===== config.mk =====
export PLATFORM = sky130hd
export DESIGN_NAME = sync_fifo
export DESIGN_NICKNAME = d
export VERILOG_FILES = /design/src/rtl/sync_fifo.sv
export SDC_FILE = /design/constraint.sdc
export NUM_CORES = 1
export LEC_CHECK = 0
export CAP_MARGIN = 20
export CORE_MARGIN = 2
export CORE_UTILIZATION = 25
export CTS_CLUSTER_SIZE = 40
export DETAILED_ROUTE_END_ITERATION = 12
export PLACE_DENSITY = 0.38
export SYNTH_ARGS = -nofsm -noshare
export SYNTH_HDL_FRONTEND = slang
export SYNTH_SLANG_ARGS = --single-unit

===== constraint.sdc =====
create_clock -name clk -period 5 [get_ports clk]
set_input_delay 0.5 -clock clk [delete_from_list [all_inputs] [get_ports clk]]
set_output_delay 0.5 -clock clk [all_outputs]
set_load 0.01 [all_outputs]

===== src/rtl/sync_fifo.sv =====
// sync_fifo: single-clock FIFO with show-ahead output, occupancy count,
// programmable almost-full/almost-empty, synchronous flush and
// write-through-when-full.  All status flags decode from one binary
// occupancy counter.
//
// Optional feature: define SYNC_FIFO_ERR_EN to build sticky overflow and
// underflow error registers behind ovf_o/unf_o.  Without it both ports are
// tied low, so the interface is the same in both builds.
module sync_fifo #(
   parameter int DW        = 8,
   parameter int AW        = 4,
   parameter int AFULL_TH  = 12,
   parameter int AEMPTY_TH = 2
) (
   input  logic          clk,
   input  logic          rst_ni,
   input  logic          clr_i,
   input  logic [DW-1:0] dat_i,
   input  logic          wen,
   input  logic          ren,
   output logic [DW-1:0] dat_o,
   output logic          full,
   output logic          empty,
   output logic          almost_full,
   output logic          almost_empty,
   output logic [AW:0]   count,
   output logic          ovf_o,
   output logic          unf_o
);

   localparam int DEPTH = 1 << AW;

   // Thresholds pre-sized to the counter width so every flag compare is
   // same-width.
   localparam logic [AW:0] DEPTH_CNT  = (AW+1)'(DEPTH);
   localparam logic [AW:0] AFULL_CNT  = (AW+1)'(AFULL_TH);
   localparam logic [AW:0] AEMPTY_CNT = (AW+1)'(AEMPTY_TH);
   localparam logic [AW:0] CNT_ONE    = (AW+1)'(1);
   localparam logic [AW-1:0] PTR_ONE  = AW'(1);

   logic [DW-1:0] mem [DEPTH];
   logic [AW-1:0] wptr;
   logic [AW-1:0] rptr;
   logic [AW:0]   count_q;
   logic          rd_acc;
   logic          wr_acc;

   // Status flags come only from the registered count, so they change in
   // the same cycle as count and never depend on this cycle's requests.
   always_comb begin
      full         = (count_q == DEPTH_CNT);
      empty        = (count_q == '0);
      almost_full  = (count_q >= AFULL_CNT);
      almost_empty = (count_q <= AEMPTY_CNT);
      count        = count_q;
   end

   // Handshake acceptance: a read needs data; a write needs room, or the
   // slot a simultaneous read is freeing when the FIFO is full.
   always_comb begin
      rd_acc = ren & ~empty;
      wr_acc = wen & (~full | rd_acc);
   end

   // Show-ahead output: the head entry is visible with no read latency.
   always_comb begin
      dat_o = mem[rptr];
   end

   // Storage array is never reset; writes are suppressed during reset or
   // flush so a flushed cycle leaves no trace in the queue.
   always_ff @(posedge clk) begin
      if (rst_ni && !clr_i && wr_acc) begin
         mem[wptr] <= dat_i;
      end
   end

   // Pointers and occupancy: reset beats flush, flush beats any request.
   // A simultaneous accepted read and write leaves the count unchanged.
   always_ff @(posedge clk) begin
      if (!rst_ni) begin
         wptr    <= '0;
         rptr    <= '0;
         count_q <= '0;
      end else if (clr_i) begin
         wptr    <= '0;
         rptr    <= '0;
         count_q <= '0;
      end else begin
         if (wr_acc) begin
            wptr <= wptr + PTR_ONE;
         end
         if (rd_acc) begin
            rptr <= rptr + PTR_ONE;
         end
         case ({wr_acc, rd_acc})
            2'b10:   count_q <= count_q + CNT_ONE;
            2'b01:   count_q <= count_q - CNT_ONE;
            default: count_q <= count_q;
         endcase
      end
   end

`ifdef SYNC_FIFO_ERR_EN
   logic ovf_q;
   logic unf_q;

   // Sticky error capture: a rejected write raises overflow, a read of an
   // empty FIFO raises underflow; flush clears both and wins over a set.
   always_ff @(posedge clk) begin
      if (!rst_ni) begin
         ovf_q <= 1'b0;
         unf_q <= 1'b0;
      end else if (clr_i) begin
         ovf_q <= 1'b0;
         unf_q <= 1'b0;
      end else begin
         if (wen && !wr_acc) begin
            ovf_q <= 1'b1;
         end
         if (ren && empty) begin
            unf_q <= 1'b1;
         end
      end
   end

   // Error registers drive the ports directly.
   always_comb begin
      ovf_o = ovf_q;
      unf_o = unf_q;
   end
`else
   // Error reporting not built: ports held low.
   always_comb begin
      ovf_o = 1'b0;
      unf_o = 1'b0;
   end
`endif

endmodule


=== Yosys cells after proc, flatten, opt, wreduce, memory -nomap -nowiden ===
Memories as Yosys holds them, arrays and structs flattened. A register that Yosys moved wholly into a read port is not among the register bits.
Cells that the tools add are included.

* Latch bits: 0
* Bits in writable memories: 128
* ROM bits: 0
* Register bits: 13
* Word-level logic and storage cells: 30
* Output and inout port bits: 19
* Memories kept: 1

{| class="wikitable"
|+ Memories
! name !! words !! width !! rd ports !! clocked after Yosys merged registers in !! wr ports !! line !! text
|-
| mem || 16 || 8 || 1 || 1 || 1 || 41 || <nowiki>logic [DW-1:0] mem [DEPTH];</nowiki>
|}

* $add $sub $neg: 4
* Shifts and indexed selects: 0
* Reduce and logical (&&, ||, !) cells: 6
* Equality and inequality tests: 3
* Multiplexer cells: 5
* Divide/modulo/power cells: 0
* Multipliers: 0
* $lt $le $gt $ge: 2
* Bitwise gates (word level): 6

{| class="wikitable"
|+ Operators with widths
! operator !! count
|-
| 5-bit case mux with 2 select lines || 1
|-
| 4-bit by 1-bit adder with 4-bit output, second input constant || 2
|-
| 4-bit two-way mux || 2
|-
| 5-bit by 1-bit adder with 5-bit output, second input constant || 1
|-
| 5-bit == test, second input constant || 1
|-
| 5-bit by 4-bit greater-or-equal comparator with 1-bit output, second input constant || 1
|-
| 5-bit by 2-bit less-or-equal comparator with 1-bit output, second input constant || 1
|-
| 5-bit zero test || 1
|-
| 5-bit by 1-bit subtractor with 5-bit output, second input constant || 1
|-
| 1-bit inverter || 3
|-
| 1-bit AND || 2
|-
| 2-bit by 1-bit == test with 1-bit output, second input constant || 1
|-
| 2-bit == test, second input constant || 1
|-
| 1-bit logical AND || 2
|-
| 1-bit two-way mux || 2
|-
| 2-bit nonzero test || 1
|-
| 2-bit OR reduction || 1
|-
| 1-bit zero test || 1
|-
| 1-bit OR || 1
|}

=== Logic depth before layout (Yosys ltp) ===
* Depth in word-level cells: 8
* Mapped depth: 9

=== Worst setup path before layout ===
OpenSTA, ideal clock, no wires.

* Path kind: flip-flop to flip-flop
* Start point: register count_q[1] (netlist: count[1])
* End point: register count_q[4] (netlist: count[4])
* Period minus slack after synthesis: 2615 ps
* Library setup time: 120 ps
* Setup slack: 2385 ps
* Required time: 4880 ps
* Arrival time: 2495 ps
* Stages on the path, launching flop included: 10
* Cells stage by stage: dfxtp_1 > or4_4 > buf_6 > o21ai_4 > inv_2 > ha_1 > nand2b_1 > a21o_1 > a2111o_1 > a211o_1

* Word-level cells in the longest chain between the ends: 7
* Elaborated cells on any way between the ends: 13
* Classes of those cells: add/sub (2); eq/ne (3); mux (1); bitwise (5); reduce/logical (2)

{| class="wikitable"
|+ RTL lines
! what !! line !! text
|-
| start, declared || 44 || <nowiki>logic [AW:0] count_q;</nowiki>
|-
| start signal, assigned || 97 || <nowiki>2'b10: count_q <= count_q + CNT_ONE;</nowiki>
|-
| start signal, assigned || 98 || <nowiki>2'b01: count_q <= count_q - CNT_ONE;</nowiki>
|-
| start signal, assigned || 99 || <nowiki>default: count_q <= count_q;</nowiki>
|-
| 5-bit zero test || 52 || <nowiki>empty = (count_q == '0);</nowiki>
|-
| 1-bit inverter || 61 || <nowiki>rd_acc = ren & ~empty;</nowiki>
|-
| 1-bit AND || 61 ||
|-
| 1-bit OR || 62 || <nowiki>wr_acc = wen & (~full | rd_acc);</nowiki>
|-
| 1-bit AND || 62 ||
|-
| 2-bit by 1-bit == test with 1-bit output / 2-bit == test (equally long branches) || 96 || <nowiki>case ({wr_acc, rd_acc})</nowiki>
|-
| 5-bit case mux with 2 select lines / 2-bit nonzero test (equally long branches) || -- ||
|}

Parallel ways exist; a longest one is shown, timed or not.
A chain may end at the register's enable or synchronous reset.

==> flow_metrics.tcl <==
set metrics [dict create \
    fin_tns_setup_ns 0 \
    mostFrequentLayoutCell "edfxtp_1" \
    syn-cell-area_um2 5930 \
    crit_chain "buf_4 -> mux4_2 -> a22oi_1 -> nand2_1 -> clkdlybuf4s50_1" \
    drtAntennaViolNets 0 \
    drt_iter0_markers 187 \
    cp_slowest_cell "dfxtp_2" \
    initial_core_util 0.254 \
    layoutNonFillerInstCount 703 \
    grt_first_pass_wirelength_mm 20.2 \
    yosys-top-cells-area "edfxtp_1, mux4_2, dfxtp_1" \
    setup_violations 0 \
    power_mw 2.67 \
    viasPerCell 4.38 \
    grt_pass1_vias 3268 \
    dp_hpwl_mm 8.73 \
    area_growth_pct 20.2 \
    grt_use_total 0.114 \
    place.gp.congestion 0.711 \
    grt_max_degree 33 \
    pre_cts_ws_ns 1.75 \
    syn_inst 337 \
    vias 3078 \
    ys_seq_area_frac 0.705 \
    yosysTopAreaCell "edfxtp_1" \
    drv_cap 0 \
    path_buf_inv 2 \
    dieArea_um2 25000 \
    worstSetupPathType "flip-flop to output port" \
    maxSlewViolCount 0 \
    cts-root-buf "clkbuf_16" \
    finClkSkew_ns 0.00892 \
    ctsHoldBuffers 0 \
    hold_viol_final 0 \
    internal-power_mw 2.11 \
    layout_min_cycle_time_ns 3.56 \
    synth-async-reset-ratio 0 \
    ctsResizeCount 0 \
    power_density_nw_per_um2 375 \
    placed_cell_area_um2 6560 \
    synth-edff-count 128 \
    cp_data_required_time_ns 4.50 \
    drive_gt1_frac 0.198 \
    p_leak_nw 2.22 \
    status "completed" \
    antenna_cells 0 \
    slowest_delay_ns 0.82 \
    die_x_um 158 \
    finalCritPeriodShare 0.713 \
    cts.htree.levels 4 \
    ys.flop_type "edfxtp_1" \
    seq_power_share 0.499 \
    post_drt_wl_per_cell_um 18.9 \
    die_h_um 158 \
    end_kind "output port" \
    power.switching_mw 0.563 \
    synth-seq-cells 145 \
    clkTransAtPathRegs_ns 0.06 \
    fin_util 0.305 \
    post-place-cells 672 \
    peakVddDrop_uv 161 \
    design_area_um2 7130 \
    grt.overflow.total 0 \
    drcViolationCount 0 \
    nNetsFinal 394 \
    yosysUniqueCellTypes 50 \
    synth_top_cell_area_share 0.648 \
    start_kind "flip-flop" \
    worstSkewPairLatency_ns 0.42 \
    worst_ep_arrival_time_ns 3.06 \
    whs_ns 0.508 \
    clock_sinks 145 \
    numCtsBuffers 17 \
    layout_common_cells "edfxtp_1, nor2_1, mux4_2, clkdlybuf4s50_1, clkbuf_16" \
    fin_ws_ns 1.44 \
    tightest_slew_ns 1.01 \
    hold_class "flip-flop to flip-flop" \
    antenna_found_initial 1 \
    portBuffers 29 \
    core_um2 23400 \
    post_cts_buffers 0 \
    clockBufferDepth 2 \
    drt_wl_total_mm 13.3 \
    row_count 56 \
    relSlewSlack 0.322 \
    clkPwrFrac 0.455 \
    p_comb_frac 0.046 \
    drt-pass1-iter-count 4 \
    avgSynthCellArea_um2 17.6 \
    max_freq_mhz 281 \
    crit_fanout 20 \
    cts_tree "done" \
    path_delay_family "buffers and inverters" \
    ios 32 \
    switching_share 0.211 \
    rsz0062_at_grt "false" \
    yosys_warnings 0 \
]
[power groups by stage]
stage	Sequential [mW]	Combinational (mW)	Clock [mW]
floorplan	1.35	0.0777	0
global placement	1.36	0.125	0
detailed placement	1.36	0.126	0
CTS	1.33	0.127	1.25
global route	1.33	0.138	1.29
finish	1.33	0.124	1.22
[layout make-up]
class / count / area, µm²
clock buffer: 18 / 429
fill: 2375 / 16300
multi-input combinational: 169 / 1640
sequential: 145 / 4190
inverter: 7 / 26.3
clock inverter: 13 / 139
tap: 319 / 399
timing repair buffer: 32 / 313
[layer usage]
layer,track usage,vias to the layer above,share of wire
met1,0.150,1598,0.46
met3,0.0290,10,0.046
met5,0,-,0
met2,0.184,69,0.48
met4,0.0390,0,0.0099
li1,-,1401,-
[worst reg2reg max path, cell delays in order (launching register included)]
cell and delay [ns]:
dfxtp_1 0.37, or4_4 0.67, o21ai_4 0.29, inv_2 0.12, ha_1 0.35, nand2b_1 0.11
a21o_1 0.17, a2111o_1 0.36, a211o_1 0.27
[logic make-up (layout without fill, tap and decap cells)]
kind of cell             Yosys count  count (layout)  synth area share
AND/OR/NAND/NOR                   78              78            0.0633
other                              1               2          0.000632
buffers and inverters             24              70            0.0194
flip-flops                       145             145             0.705
multiplexers                      35              35             0.127
XOR/XNOR                           6               6           0.00886
AO/OA/AOI/OAI                     39              39            0.0559
adder cells (fa/ha/maj)            9               9            0.0202
[state kept, by name (all words and copies together) (netlist names), named ones only]
| name | flops |
|---|---|
| mem | 128 |
| count | 5 |
| rptr | 4 |
| wptr | 4 |
[synth_stat cells, types with 2 or more instances]
cell / number
o21ai_1: 3
clkbuf_1: 6
xnor2_1: 2
inv_1: 6
a211oi_1: 2
xor2_1: 4
dfxtp_1: 17
buf_1: 4
ha_1: 8
nand4_1: 3
o21ai_4: 2
buf_4: 4
o211ai_1: 2
nand2b_1: 3
nor2_1: 36
nor2b_1: 6
edfxtp_1: 128
a22oi_1: 16
nand2_1: 16
nand3_1: 4
a21oi_1: 2
buf_2: 2
a21o_1: 2
mux2i_1: 2
mux4_2: 32
[worst paths after layout]
kind | from | endpoint | slack [ns] | cells past startpoint
setup / recovery | flip-flop | dat_o[2] | 1.44 | 5
hold / removal | rptr[3] | flip-flop | 0.51 | 2
setup reg to reg | count[1] | count[4] | 2.17 | 8
hold reg to reg | rptr[3] | flip-flop | 0.51 | 2
Note: power is estimated with default switching activity, not from simulation.
